--- src/rtl/shift_add_multiplier.sv ---
// 32x32 unsigned sequential multiplier: one shift-add step per clock for 32 clocks.
// All accumulation goes through an external 32-bit adder driven by add_a/add_b/add_cin.
module shift_add_multiplier (
    input  logic        clk,
    input  logic        reset,
    input  logic        start,
    input  logic [31:0] a,
    input  logic [31:0] b,
    output logic        busy,
    output logic        done,
    output logic [63:0] product,
    output logic [31:0] add_a,
    output logic [31:0] add_b,
    output logic        add_cin,
    input  logic [31:0] add_c,
    input  logic        add_cout,
    output logic [1:0]  dbg_state_o
);

    // Handshake: start is a request taken only in IDLE (ignored otherwise, no
    // backpressure); done is a one-cycle valid strobe qualifying product.
    localparam logic [1:0] ST_IDLE = 2'd0;
    localparam logic [1:0] ST_RUN  = 2'd1;
    localparam logic [1:0] ST_DONE = 2'd2;

    logic [1:0]  state_q,   state_d;
    logic [31:0] m_q,       m_d;
    logic [31:0] acc_hi_q,  acc_hi_d;
    logic [31:0] acc_lo_q,  acc_lo_d;
    logic [5:0]  count_q,   count_d;
    logic [63:0] product_q, product_d;
    logic [63:0] step_acc;

    // Adder sum joined with its carry, then the whole 65-bit value shifted right by one.
    assign step_acc = {add_cout, add_c, acc_lo_q[31:1]};

    always_comb begin
        state_d   = state_q;
        m_d       = m_q;
        acc_hi_d  = acc_hi_q;
        acc_lo_d  = acc_lo_q;
        count_d   = count_q;
        product_d = product_q;
        case (state_q)
            ST_IDLE: begin
                if (start) begin
                    m_d      = a;
                    acc_hi_d = 32'd0;
                    acc_lo_d = b;
                    count_d  = 6'd0;
                    state_d  = ST_RUN;
                end
            end
            ST_RUN: begin
                acc_hi_d = step_acc[63:32];
                acc_lo_d = step_acc[31:0];
                count_d  = count_q + 6'd1;
                if (count_q == 6'd31) begin
                    product_d = step_acc;
                    state_d   = ST_DONE;
                end
            end
            ST_DONE: begin
                state_d = ST_IDLE;
            end
            default: begin
                state_d = ST_IDLE;
            end
        endcase
    end

    always_ff @(posedge clk) begin
        if (reset) begin
            state_q   <= ST_IDLE;
            m_q       <= 32'd0;
            acc_hi_q  <= 32'd0;
            acc_lo_q  <= 32'd0;
            count_q   <= 6'd0;
            product_q <= 64'd0;
        end else begin
            state_q   <= state_d;
            m_q       <= m_d;
            acc_hi_q  <= acc_hi_d;
            acc_lo_q  <= acc_lo_d;
            count_q   <= count_d;
            product_q <= product_d;
        end
    end

    // Outputs come only from registers, so start/a/b never reach them combinationally.
    assign busy        = (state_q == ST_RUN);
    assign done        = (state_q == ST_DONE);
    assign product     = product_q;
    assign add_a       = busy ? acc_hi_q : 32'd0;
    assign add_b       = (busy && acc_lo_q[0]) ? m_q : 32'd0;
    assign add_cin     = 1'b0;
    assign dbg_state_o = state_q;

endmodule
--- config.mk ---
export PLATFORM = sky130hd
export DESIGN_NAME = shift_add_multiplier
export DESIGN_NICKNAME = d
export VERILOG_FILES = /design/src/rtl/shift_add_multiplier.sv
export SDC_FILE = /design/constraint.sdc
export NUM_CORES = 1
export LEC_CHECK = 0
export ABC_CLOCK_PERIOD_IN_PS = 3300
export CAP_MARGIN = 30
export CORE_MARGIN = 4
export CORE_UTILIZATION = 49
export CTS_CLUSTER_SIZE = 20
export DETAILED_ROUTE_END_ITERATION = 7
export PLACE_DENSITY = 0.89
export SYNTH_ARGS = -nofsm -noshare
export SYNTH_HDL_FRONTEND = slang
export SYNTH_SLANG_ARGS = --single-unit
--- constraint.sdc ---
create_clock -name clk -period 3.3 [get_ports clk]
set_clock_uncertainty 0.15 [all_clocks]
set_input_delay 0.495 -clock clk [delete_from_list [all_inputs] [get_ports clk]]
set_output_delay 0.495 -clock clk [all_outputs]
set_load 0.02 [all_outputs]
-- Word-level counts from Yosys, hierarchy flattened
Cells that the tools add are included.
- $add $sub $neg: 1
- multiply operators: 0
- divide/modulo/power cells: 0
- magnitude comparators: 0
- eq/ne operators: 5
- shift-type cells: 0
- mux-type cells: 11
- bitwise operators: 0
- reduce and logical (&&, ||, !) cells: 7
- operator list (operator ; number):
    two-way mux 32 bit ; 4
    case mux 32 bit (2 select lines) ; 2
    case mux 6 bit (2 select lines) ; 1
    AND reduction 2 bit ; 4
    adder 6 x 1 -> 6 bit, second input constant ; 1
    equality test 6 x 5 -> 1 bit, second input constant ; 1
    two-way mux 6 bit ; 1
    two-way mux 2 bit ; 2
    case mux 2 bit (2 select lines) ; 1
    equality test 2 x 1 -> 1 bit, second input constant ; 1
    equality test 2 bit, second input constant ; 1
    zero test 2 bit ; 1
    inequality test 2 x 1 -> 1 bit, second input constant ; 1
    inequality test 2 bit, second input constant ; 1
    nonzero test 2 bit ; 1
    logical AND 1 bit ; 1
- flip-flop bits (word level): 168
- bits in latches: 0
- bits in writable memories: 0
- memory bits (read-only): 0
- input bits: 100
- output and inout port bits: 133
- word-level logic and storage cells: 30
- memories kept: 0

-- Longest topological paths before layout
Gate-level depths: netlist of the first run.
- depth in word-level cells: 3
- mapped depth: 6
- mapped depth without buffers: 4

-- Worst setup path before layout of the first run
No wires, ideal clock.
- path kind: reg2out
- start: register state_q[0], in the netlist dbg_state_o[0]
- end: output add_a[22]
- arrival: 1.483 ns
- data required time: 2.655 ns
- path slack: 1.172 ns
- stages on the path, launching flop included: 6
- path buffers: 2
- cells stage by stage: dfxtp_1 -> nand2b_1 -> inv_1 -> buf_2 -> clkbuf_1 -> and2_1
- cells in the longest elaborated chain, start to end: 2
- ends and longest elaborated chain (element ; RTL line ; RTL):
    start: declaration ; 26 ; logic [1:0] state_q, state_d;
    start signal: assignment ; 81 ; state_q <= state_d;
    equality test 2 x 1 -> 1 bit ; 91 ; assign busy = (state_q == ST_RUN);
    net busy ; 9 ; output logic busy,
    two-way mux 32 bit ; 94 ; assign add_a = busy ? acc_hi_q : 32'd0;
    end: declaration ; 12 ; output logic [31:0] add_a,
The timed path passes the listed nets, and every way through them passes these cells.

-- Worst setup path after layout of the first run
- start: register state_q[0], in the netlist dbg_state_o[0]
- end: output add_a[0]
- cells in the longest elaborated chain, start to end: 2
- ends and longest elaborated chain (element ; RTL line):
    equality test 2 x 1 -> 1 bit ; 91
    two-way mux 32 bit ; 94
No other way between the ends.

==> results.py, run 1 <==
metrics = {
    "status": {
        "status": "finished clean",
    },
    "logic_synthesis": {
        "ys_warn_count": 0,
        "synth_area_mm2": 0.006844,
        "syn_inst": 875,
        "yosysSeqAreaShare_pct": 49.14,
        "syn_area_per_cell_um2": 7.822,
        "synth_seq_cells": 168,
        "ys_types": 34,
        "syn_nets": 976,
    },
    "placement": {
        "dpl.hpwl_um": 13570,
        "pre_cts_ws_ps": 618.3,
        "globalplace.congestion": 0.8228,
        "portBuffers": 231,
        "dp.cells": 1207,
    },
    "clock_tree": {
        "cts_max_path_buffers": 2,
        "cts_max_level": 4,
        "cts_sinks": 168,
        "clk_latency_ps": 410,
        "cts_made_buffers": 17,
        "path_clk_slew_ps": 60,
        "cts_setup_buffers": 0,
        "hold_buffers": 0,
        "cts.repair.resized": 0,
        "tritoncts": "done",
        "cts-root-buf": "clkbuf_16",
    },
    "die": {
        "core-area_mm2": 0.01345,
        "die_x_um": 126.2,
        "die_h_um": 126.2,
        "initial_utilization_pct": 50.87,
        "die_area_mm2": 0.01592,
        "rows": 42,
        "ios": 233,
    },
    "critical_path": {
        "worst_setup_path_start_kind": "flip-flop",
        "critPathSlowestCell": "clkdlybuf4s50_1",
        "cp_cell_sequence": "nand2b_2 > inv_4 > and2_1 > clkdlybuf4s50_1",
        "reg2regPathDepth": 4,
        "end_kind": "primary output",
        "cp_data_arrival_time_ps": 2440,
        "path_class": "flip-flop to primary output",
        "cpPeakStageDelay_ps": 610,
        "required_ps": 2650,
        "crit_fanout": 80,
    },
    "power": {
        "p_switching_uw": 1110,
        "ir_drop_mv": 0.3443,
        "pwr-share-clk_pct": 42.1,
        "power_leakage_uw": 0.003555,
        "intPower_uw": 3523,
        "switching_share_pct": 23.95,
        "power_density_mw_per_mm2": 475.2,
        "finalPower_uw": 4632,
        "comb_power_share_pct": 11.1,
        "p_seq_share_pct": 46.8,
    },
    "route": {
        "drt-total-wl_um": 21340,
        "drt_pass1_iterations": 5,
        "detail-route-antenna-nets": 0,
        "drc": 0,
        "routed_via_density": 5.778,
        "drt_iter0_drc": 685,
        "vias": 7153,
        "wl_per_cell_um": 17.24,
    },
    "grt": {
        "antenna_found_initial": 0,
        "grt_usage_pct": 25.96,
        "grt_max_degree": 81,
        "grt_pass1_vias": 6810,
        "grt_first_pass_wirelength_um": 34170,
        "grt-ovfl-total": 0,
    },
    "final_layout": {
        "drive_gt1_share_pct": 5.367,
        "diodes": 0,
        "finalCoreUtilization_pct": 72.45,
        "instances_no_fill": 1238,
        "area_growth_pct": 42.41,
        "layout.nets": 1151,
    },
    "min_path": {
        "hold_depth": 2,
        "hp-class": "flip-flop to flip-flop",
    },
    "sta": {
        "setup_tns_ps": 0,
        "period_minus_slack_ps": 3089,
        "rsz0062_at_grt": "no",
        "fmax_ghz": 0.3237,
        "finalHoldViolCount": 0,
        "tightestPinTransition_ps": 795.7,
        "finalSetupViolCount": 0,
        "drv_slew": 0,
        "fin_crit_sh_pct": 93.60,
        "worst_slack_ps": 211.1,
        "slew_headroom_pct": 46.95,
    },
    "flow_run": {
        "drv_cap": 0,
    },
}
-- layout by cell type, fill, tap and decap left out, drive strengths merged --
master           n
nor4            32
and2            32
nor2b            1
o211ai           1
nand3b           2
buf             20
or3b             2
nor3             1
clkdlybuf4s50  230
o21ba            1
nor2            97
o21ai           65
o311ai           1
bufinv           2
or4              1
clkinvlp         3
a31oi            2
nand3           38
nand2           98
dfxtp          168
nand2b           1
clkbuf          24
clkinv           2
nand4           65
ha               1
nor3b            1
and3            32
conb             1
or3              2
mux2             1
and4             1
a21oi          132
inv              2
-- layer usage --
metal	routed length [um]	GRT usage (%)	share of wire, %
met5	0	0	0
met3	1694	5.843	7.9
met2	10440	43.32	49
met4	618	10.98	2.9
met1	8591	32.35	40
-- worst max-delay path: cells and delay by family (launching register included) --
kind	cells	cell delay (ps)
buf+inv	2	1070
flops	1	500
simple gates	2	390
-- state kept, by name, summed over array words and instances (netlist names) --
name and count:
product 64, acc_hi_q 32, acc_lo_q 32, m_q 32, count_q 6, dbg_state_o 2
-- per-stage QoR --
step                hold slack (ps)  area (um2)
floorplan                     281.9        6844
global placement              288.2        9143
detailed placement            293.0        9163
CTS                           301.4        9747
global route                  320.5        9747
finish                        300.6        9747
-- cell type report --
class / count / area (um2)
Clock buffer: 24 / 491.7
Multi-Input combinational cell: 611 / 3079
Inverter: 2 / 10.01
Tap cell: 176 / 220.2
Clock inverter: 7 / 92.59
Sequential cell: 168 / 3363
Timing Repair Buffer: 250 / 2490
Fill cell: 1030 / 3706
-- power by group through the flow --
stage | logic (uW) | clock network (uW) | registers [uW]
floorplan | 289 | 0 | 2200
global placement | 496 | 0 | 2210
detailed placement | 506 | 0 | 2210
CTS | 512 | 1970 | 2170
global route | 562 | 2050 | 2180
finish | 515 | 1950 | 2170
-- cells by family after synthesis --
kind of cell | share of synthesized area [%]
simple gates | 29.45
compound gates | 14.97
flops | 49.14
buf+inv | 6.033
mux | 0.1645
fa+ha+maj | 0.1828
other cells | 0.05479
-- synthesized netlist by cell type --
master | n | area, um2
nand3b_1 | 2 | 15.01
nor2_1 | 97 | 364.1
clkbuf_1 | 51 | 191.4
nand4_1 | 65 | 406.6
buf_1 | 3 | 11.26
o21ai_1 | 1 | 5.000
conb_1 | 1 | 3.750
a31oi_1 | 2 | 12.51
or3_1 | 2 | 12.51
or4_1 | 1 | 7.510
or3b_1 | 2 | 17.52
dfxtp_1 | 168 | 3363
nor4_1 | 32 | 200.2
inv_1 | 1 | 3.750
ha_1 | 1 | 12.51
nor2b_1 | 1 | 6.260
o211ai_1 | 1 | 7.510
nand2b_1 | 1 | 6.260
o21ba_2 | 1 | 10.01
nor3b_1 | 1 | 7.510
buf_4 | 1 | 7.510
clkbuf_2 | 5 | 25.02
mux2_2 | 1 | 11.26
nand2_1 | 98 | 367.9
and2_1 | 32 | 200.2
nand3_1 | 38 | 190.2
inv_2 | 1 | 3.750
o311ai_0 | 1 | 8.760
o21ai_0 | 64 | 320.3
and4_1 | 1 | 8.760
and3_1 | 32 | 200.2
a21oi_1 | 132 | 660.6
buf_2 | 34 | 170.2
nor3_1 | 1 | 5.000
-- final timing paths --
| kind | startpoint | to | slack, ps |
|---|---|---|---|
| setup / recovery | dbg_state_o[0]$_SDFFE_PP0P_ | add_a[0] | 210 |
| hold / removal | m_q[15]$_SDFFE_PP0P_ | m_q[15]$_SDFFE_PP0P_ | 300 |
| setup reg to reg | dbg_state_o[0]$_SDFFE_PP0P_ | product[35]$_SDFFE_PP0P_ | 1060 |
| hold reg to reg | m_q[15]$_SDFFE_PP0P_ | m_q[15]$_SDFFE_PP0P_ | 300 |
(Power assumes the default switching activity.)
==> inputs of run 2 (changes only) <==
- CORE_UTILIZATION: 49 -> 60
- DONT_BUFFER_PORTS: unset -> 1
- PLACE_DENSITY: 0.89 -> 0.8
==> run 2 against run 1 <==
Effect of this change:
- maximum frequency up 8.3%
- setup slack better by 240 ps
- die area down 17%
- sequential power about the same
- first-iteration DRC count up 15%
- cell area down 24%
- highest routed layer unchanged
==> results.py, run 2 (synthesized netlist as in run 1, its figures left out) <==
metrics = {
    "clock_tree": {
        "clk_latency_ps": 430,
        "tritoncts": "done",
        "cts_max_level": 4,
        "cts-root-buf": "clkbuf_16",
        "path_clk_slew_ps": 60,
        "cts_max_path_buffers": 2,
        "cts_sinks": 168,
        "cts_made_buffers": 17,
    },
    "route": {
        "wl_per_cell_um": 19.15,
        "routed_via_density": 6.484,
        "detail-route-antenna-nets": 0,
        "drt_pass1_iterations": 5,
        "drt_iter0_drc": 788,
        "drc": 0,
        "vias": 6270,
        "drt-total-wl_um": 18510,
    },
    "power": {
        "power_density_mw_per_mm2": 604.8,
        "power_leakage_uw": 0.002731,
        "ir_drop_mv": 0.4396,
        "finalPower_uw": 4493,
    },
    "sta": {
        "finalHoldViolCount": 0,
        "fin_crit_sh_pct": 86.40,
        "drv_slew": 0,
        "setup_tns_ps": 0,
        "finalSetupViolCount": 0,
        "slew_headroom_pct": 45.64,
        "period_minus_slack_ps": 2851,
        "tightestPinTransition_ps": 814.3,
        "rsz0062_at_grt": "no",
        "worst_slack_ps": 448.9,
        "fmax_ghz": 0.3507,
    },
    "critical_path": {
        "crit_start": "dbg_state_o[0]$_SDFFE_PP0P_",
        "end_kind": "primary output",
        "worst_setup_path_start_kind": "flip-flop",
        "path_class": "flip-flop to primary output",
        "required_ps": 2650,
        "crit_fanout": 55,
        "r2r-start": "count_q[0]$_SDFFE_PP0P_",
        "cp_data_arrival_time_ps": 2210,
    },
    "grt": {
        "grt_usage_pct": 27.66,
        "grt_pass1_vias": 5907,
        "antenna_found_initial": 0,
        "grt_first_pass_wirelength_um": 29330,
        "grt_max_degree": 141,
        "grt-ovfl-total": 0,
    },
    "min_path": {
        "hp-class": "primary input to flip-flop",
        "min-delay-start": "a[8]",
    },
    "final_layout": {
        "area_growth_pct": 8.537,
        "drive_gt1_share_pct": 6.288,
        "final_cell_mix": "dfxtp_1, a21oi_1, nand2_1",
        "seqCellArea_mm2": 0.003363,
        "largest_register_ff_count": 64,
        "diodes": 0,
        "fillers": 880,
        "layout.nets": 916,
        "multi_input_area_mm2": 0.003079,
        "final_common_cell": "dfxtp_1",
        "instances_no_fill": 967,
    },
    "die": {
        "die_area_mm2": 0.01318,
        "die_x_um": 114.8,
        "initial_utilization_pct": 62.31,
        "core-area_mm2": 0.01098,
        "die_h_um": 114.8,
        "ios": 233,
        "rows": 38,
    },
    "placement": {
        "globalplace.congestion": 0.8168,
        "dp.cells": 933,
        "dpl.hpwl_um": 11560,
        "pre_cts_ws_ps": 906.6,
        "portBuffers": 0,
    },
    "status": {
        "status": "finished clean",
    },
    "flow_run": {
        "drv_cap": 0,
    },
}
run 2: routing by layer:
metal / up-vias / global-route usage [%] / part of all wire (%)
li1: 2933 / - / -
met1: 2951 / 33.14 / 37
met2: 347 / 45.91 / 51
met3: 39 / 8.789 / 10
met4: 0 / 11.89 / 2.0
met5: - / 0 / 0
run 2: final cells by class:
type	count	area share (%)
Clock buffer	23	6.569
Clock inverter	8	1.280
Inverter	2	0.1347
Multi-Input combinational cell	611	41.45
Sequential cell	168	45.28
Tap cell	140	2.358
Timing Repair Buffer	15	2.931
run 2: critical path, stage by stage, from the launching register on:
cell and delay [ps]:
dfxtp_1 620, nand2b_2 160, inv_4 400, buf_12 280
and2_1 300
run 2: metrics by stage:
| stage | cell area [um2] | util, % | hold slack (ps) |
|---|---|---|---|
| CTS | 7401 | 67.38 | 33.15 |
| floorplan | 6844 | - | 281.9 |
| global placement | 6740 | 61.37 | 281.4 |
| global route | 7428 | 67.64 | 40.97 |
| detailed placement | 6780 | 61.73 | 286.3 |
| finish | 7428 | 67.64 | 44.93 |
run 2: worst paths after layout:
check | depth (start not counted) | slack [ps] | to
min | 2 | 40 | m_q[8]$_SDFFE_PP0P_
max reg2reg | 5 | 940 | product[23]$_SDFFE_PP0P_
max | 4 | 450 | add_a[17]
min reg2reg | 2 | 300 | m_q[31]$_SDFFE_PP0P_
run 2: power by group:
group | internal [uW] | switching, uW | leakage, uW
sequential | 2110 | 62.1 | 0.00137
clock | 1180 | 774 | 0.000285
combinational | 104 | 254 | 0.00108
run 2: repair_timing:
action                                 CTS  global route
resized for setup                        0             0
hold buffers                             2             0
buffers inserted                         0             0
endpoints found under the hold margin  140             0
